[config.mk]
export PLATFORM = sky130hd
export DESIGN_NAME = kernel_run_ctrl
export DESIGN_NICKNAME = d
export VERILOG_FILES = /design/src/rtl/kernel_run_pkg.sv /design/src/rtl/kernel_run_ctrl.sv
export SDC_FILE = /design/constraint.sdc
export NUM_CORES = 1
export LEC_CHECK = 0
export CORE_MARGIN = 8
export CORE_UTILIZATION = 40
export CTS_BUF_LIST = sky130_fd_sc_hd__clkbuf_8
export DETAILED_ROUTE_END_ITERATION = 10
export GPL_TIMING_DRIVEN = 0
export PLACE_DENSITY = 0.71
export SLEW_MARGIN = 20
export SYNTH_ARGS = -nofsm -noshare
export SYNTH_HDL_FRONTEND = slang
export SYNTH_SLANG_ARGS = --single-unit
[constraint.sdc]
create_clock -name clk -period 2.2 [get_ports clk]
set_clock_uncertainty 0.15 [all_clocks]
set_input_delay 0.66 -clock clk [delete_from_list [all_inputs] [get_ports clk]]
set_output_delay 0.66 -clock clk [all_outputs]
set_load 0.05 [all_outputs]
[src/rtl/kernel_run_pkg.sv]
// Shared definitions for the kernel run controller: FSM states,
// result status encoding and the default run-cycle budget.
package kernel_run_pkg;

  typedef enum logic [1:0] {
    ST_IDLE = 2'd0,
    ST_RUN  = 2'd1,
    ST_DONE = 2'd2
  } run_state_t;

  typedef enum logic [1:0] {
    STATUS_OK      = 2'b00,
    STATUS_TIMEOUT = 2'b01,
    STATUS_STALE   = 2'b10
  } run_status_t;

  localparam logic [31:0] TIMEOUT_DEFAULT = 32'd1000000;

endpackage

[src/rtl/kernel_run_ctrl.sv]
// Kernel run controller: launches one kernel run per request, times it,
// captures its return value (or a timeout / stale-finish status) and holds
// the result record until the consumer accepts it.
module kernel_run_ctrl
  import kernel_run_pkg::*;
#(
  parameter logic [31:0] TIMEOUT = TIMEOUT_DEFAULT
) (
  input  logic        clk,
  input  logic        reset,
  input  logic        launch_valid,
  output logic        launch_ready,
  output logic        k_reset,
  output logic        k_start,
  input  logic        k_finish,
  input  logic [31:0] k_return_val,
  output logic        res_valid,
  input  logic        res_ready,
  output logic [31:0] res_value,
  output logic [31:0] res_cycles,
  output logic [1:0]  res_status,
  output logic        busy
);

  run_state_t  state;
  run_state_t  state_nx;
  logic [31:0] count;
  logic [31:0] count_nx;
  logic [31:0] res_value_nx;
  logic [31:0] res_cycles_nx;
  logic [1:0]  res_status_nx;

  // Next-state logic; the counter value equals the current RUN cycle index,
  // so a zero count with finish already high means the kernel never ran.
  always_comb begin
    state_nx      = state;
    count_nx      = count;
    res_value_nx  = res_value;
    res_cycles_nx = res_cycles;
    res_status_nx = res_status;
    case (state)
      ST_IDLE: begin
        if (launch_valid) begin
          state_nx = ST_RUN;
          count_nx = '0;
        end
      end
      ST_RUN: begin
        if (k_finish) begin
          state_nx = ST_DONE;
          if (count == '0) begin
            res_value_nx  = '0;
            res_cycles_nx = '0;
            res_status_nx = STATUS_STALE;
          end else begin
            res_value_nx  = k_return_val;
            res_cycles_nx = count;
            res_status_nx = STATUS_OK;
          end
        end else begin
          count_nx = count + 32'd1;
          if (count == TIMEOUT - 32'd1) begin
            state_nx      = ST_DONE;
            res_value_nx  = '0;
            res_cycles_nx = TIMEOUT;
            res_status_nx = STATUS_TIMEOUT;
          end
        end
      end
      ST_DONE: begin
        if (res_ready) begin
          state_nx = ST_IDLE;
        end
      end
      default: begin
        state_nx = ST_IDLE;
      end
    endcase
  end

  // State, counter and every output are registered; outputs are decoded
  // from the state being entered so they line up with that state.
  always_ff @(posedge clk) begin
    if (reset) begin
      state        <= ST_IDLE;
      count        <= '0;
      launch_ready <= 1'b1;
      k_reset      <= 1'b1;
      k_start      <= 1'b0;
      busy         <= 1'b0;
      res_valid    <= 1'b0;
      res_value    <= '0;
      res_cycles   <= '0;
      res_status   <= STATUS_OK;
    end else begin
      state        <= state_nx;
      count        <= count_nx;
      launch_ready <= (state_nx == ST_IDLE);
      k_reset      <= (state_nx != ST_RUN);
      k_start      <= (state == ST_IDLE) && (state_nx == ST_RUN);
      busy         <= (state_nx == ST_RUN);
      res_valid    <= (state_nx == ST_DONE);
      res_value    <= res_value_nx;
      res_cycles   <= res_cycles_nx;
      res_status   <= res_status_nx;
    end
  end

endmodule
==> results_dict.tcl <==
set metrics [dict create \
    rsz0062_at_grt "true" \
    io_pins 108 \
    endpoint_kind "flip-flop" \
    clock_latency_ns 0.37 \
    grt_pass1_vias 3287 \
    critical_path_required_ns 2.31 \
    yosysWarnings 0 \
    finalWirelength_um 10480 \
    path_buf_inv 2 \
    cts_sinks 105 \
    holdWs_ns 0.3216 \
    antenna_cells 0 \
    critical_path_class "flip-flop to flip-flop" \
    dp_cells 624 \
    synth_cells 385 \
    fp-row-count 36 \
    ir_drop_mv 0.3037 \
    holdCritStartpoint "res_cycles[9]" \
    critical-path-max-stage-delay_ns 0.43 \
    slew_violations 0 \
    syn_avg_cell_area_um2 10.21 \
    powerDensity_nw_per_um2 606.2 \
    synthArstFlopShare_pct 0 \
    worstSetupStartpointType "flip-flop" \
    timing.rr.start "count[1]" \
    clockBufferDepth 2 \
    die-area_um2 13260 \
    core_um2 9639 \
    via_per_inst 5.283 \
    cap_viol_max_count 0 \
    fin_nets 547 \
    outcome "finished clean" \
    leakage_uw 0.002488 \
    io_buffers 106 \
    die_w_um 115.2 \
    stdcell_area_um2 5549 \
    ant_nets 0 \
    ys_ff_latch 105 \
    finalWeightedCongestion 0.8279 \
    die_height_um 115.2 \
    critPathArrivalTime_ns 2.27 \
    max_clock_freq_mhz 463.0 \
    synthFlopType "dfxtp_1" \
    crit_chain "ha_1 -> nand4_1 -> nor4_4 -> o22ai_4 -> buf_6 -> buf_8 -> a22o_1" \
    hold_viol_final 0 \
    drt_iter0_markers 188 \
    ys_seq_area_share_pct 53.45 \
    yosysUniqueCellTypes 42 \
    worst_pin_slew_ns 0.5428 \
    drt_first_pass_iters 4 \
    wl_per_cell_um 16.22 \
    hpwl_um 7849 \
    clk_pin_slew_ns 0.10 \
    cpMaxStageDelayCell "dfxtp_2" \
    grt_max_degree 19 \
    root_buffer "clkbuf_8" \
    vias 3413 \
    critPathTopFamily "simple AND/OR/NAND/NOR gates" \
    min_period_ns 2.160 \
    syn_area_um2 3933 \
    cts_tree "built" \
    period_share_pct 98.16 \
    grt_pass1_wl_um 16380 \
    cts_made_buffers 9 \
    syn2layout_area_growth_pct 41.11 \
    start_util_pct 40.80 \
    fin_cells 646 \
    holdCritPathClass "flip-flop to flip-flop" \
    syn_nets 424 \
    place_area_um2 5169 \
    route.detailed.drc 0 \
    groute.usage.overall_pct 15.30 \
    crit_fanout 10 \
    final-setup-viol-count 0 \
    startpoint "count[1]" \
    synth_edf_count 0 \
    cts_max_level 3 \
    grt_overflow_total 0 \
    drive_gt1_share_pct 16.37 \
    maxSlewHeadroom_pct 63.96 \
    antenna_found_initial 0 \
]
==> per-stage QoR <==
stage                     power [uW]  util, %  setup WS (ns)   TNS [ns]
after floorplan                 2130        -      -0.001471  -0.001471
after global placement          2257    53.62        -0.6212     -46.79
after detailed placement        2261    53.62        -0.6327     -47.49
after CTS                       3391    56.14       -0.01874   -0.01943
after global routing            3494    57.57       -0.05398     -1.906
final                           3364    57.57        0.04037          0
==> power by group <==
group,switching (uW),internal (uW)
clock,681,457
sequential,11.0,1910
combinational,173,128
==> cell usage after synthesis (all sizes together) (5+ instances only) <==
cell    number  share of area [%]
nand2       34                3.2
inv          5               0.48
nand3       16                2.0
and3         6               0.95
nor3         7                1.0
a22o        59                 13
clkbuf      11                1.0
nand4       11                1.9
or4          6                1.1
a21oi        7               0.89
dfxtp      105                 53
nor2        34                3.2
xor2        17                3.8
or3          7                1.1
buf         11                1.9
nor4         8                1.4
==> area by class of cell <==
class | count | area, um^2
well taps | 133 | 166.4
clock inverters | 6 | 51.30
repair buffers | 114 | 1044
multi-input cells | 253 | 1867
clock buffers | 10 | 137.6
plain buffers | 20 | 140.1
flip-flops and latches | 105 | 2125
inverters | 5 | 18.77
fillers | 892 | 4090
==> kinds of logic after synthesis <==
logic type / count (synthesis) / synth area share (%)
and+or+nand+nor: 140 / 18.52
buffers and inverters: 27 / 3.404
DFF: 105 / 53.45
muxes: 5 / 1.305
AOI/OAI and AO/OA: 87 / 18.45
adders and majority gates: 2 / 0.6362
xor gates and xnor gates: 19 / 4.232
==> tightest hold or removal path, cell delays in order, from the launching register on <==
cell and delay (ns):
dfxtp_1 0.32, inv_1 0.05, a211oi_1 0.06
==> state kept, by name, indices dropped and copies added, names as in the netlist <==
register	flops
count	32
launch_ready	1
k_reset	1
res_valid	1
res_cycles	32
res_value	32
state	2
k_start	1
res_status	2
busy	1
==> path summary, 6_finish.rpt <==
kind	to	slack [ns]	depth (start not counted)
hold / removal	res_cycles[9]	0.32	2
setup reg to reg	res_cycles[2]	0.04	7
setup / recovery	res_cycles[2]	0.04	7
hold reg to reg	res_cycles[9]	0.32	2
==> cell usage in the layout, fill, tap and decap left out, drive strengths merged, types with 2 or more instances in the layout <==
cell / instances
dfxtp: 105
dlygate4sd2: 72
a22o: 59
nand2: 34
clkdlybuf4s50: 34
nor2: 34
buf: 20
clkbuf: 18
xor2: 17
nand3: 16
nand4: 11
nor4: 8
or3: 7
a21oi: 7
nor3: 7
or4: 6
and3: 6
inv: 6
clkinv: 5
a211oi: 4
mux2i: 4
o211ai: 4
and4: 4
o21ai: 4
a22oi: 3
nand2b: 3
or2: 2
a2111oi: 2
xnor2: 2
ha: 2
==> timing repair <==
item | in CTS | in global routing
resized for setup | 102 | 35
hold buffers | 0 | 0
gates cloned | 0 | 0
pin swaps | 6 | 18
setup buffers | 3 | 5
setup endpoints to repair | 163 | 78
==> layer usage <==
| layer | part of all wire, % | vias up | GRT usage (%) |
|---|---|---|---|
| li1 | - | 1671 | - |
| met1 | 46 | 1621 | 18.88 |
| met3 | 7.3 | 10 | 4.989 |
| met2 | 46 | 111 | 25.02 |
| met4 | 0.83 | 0 | 4.116 |
| met5 | 0 | - | 0 |
Power figures use the tool's default switching activity.
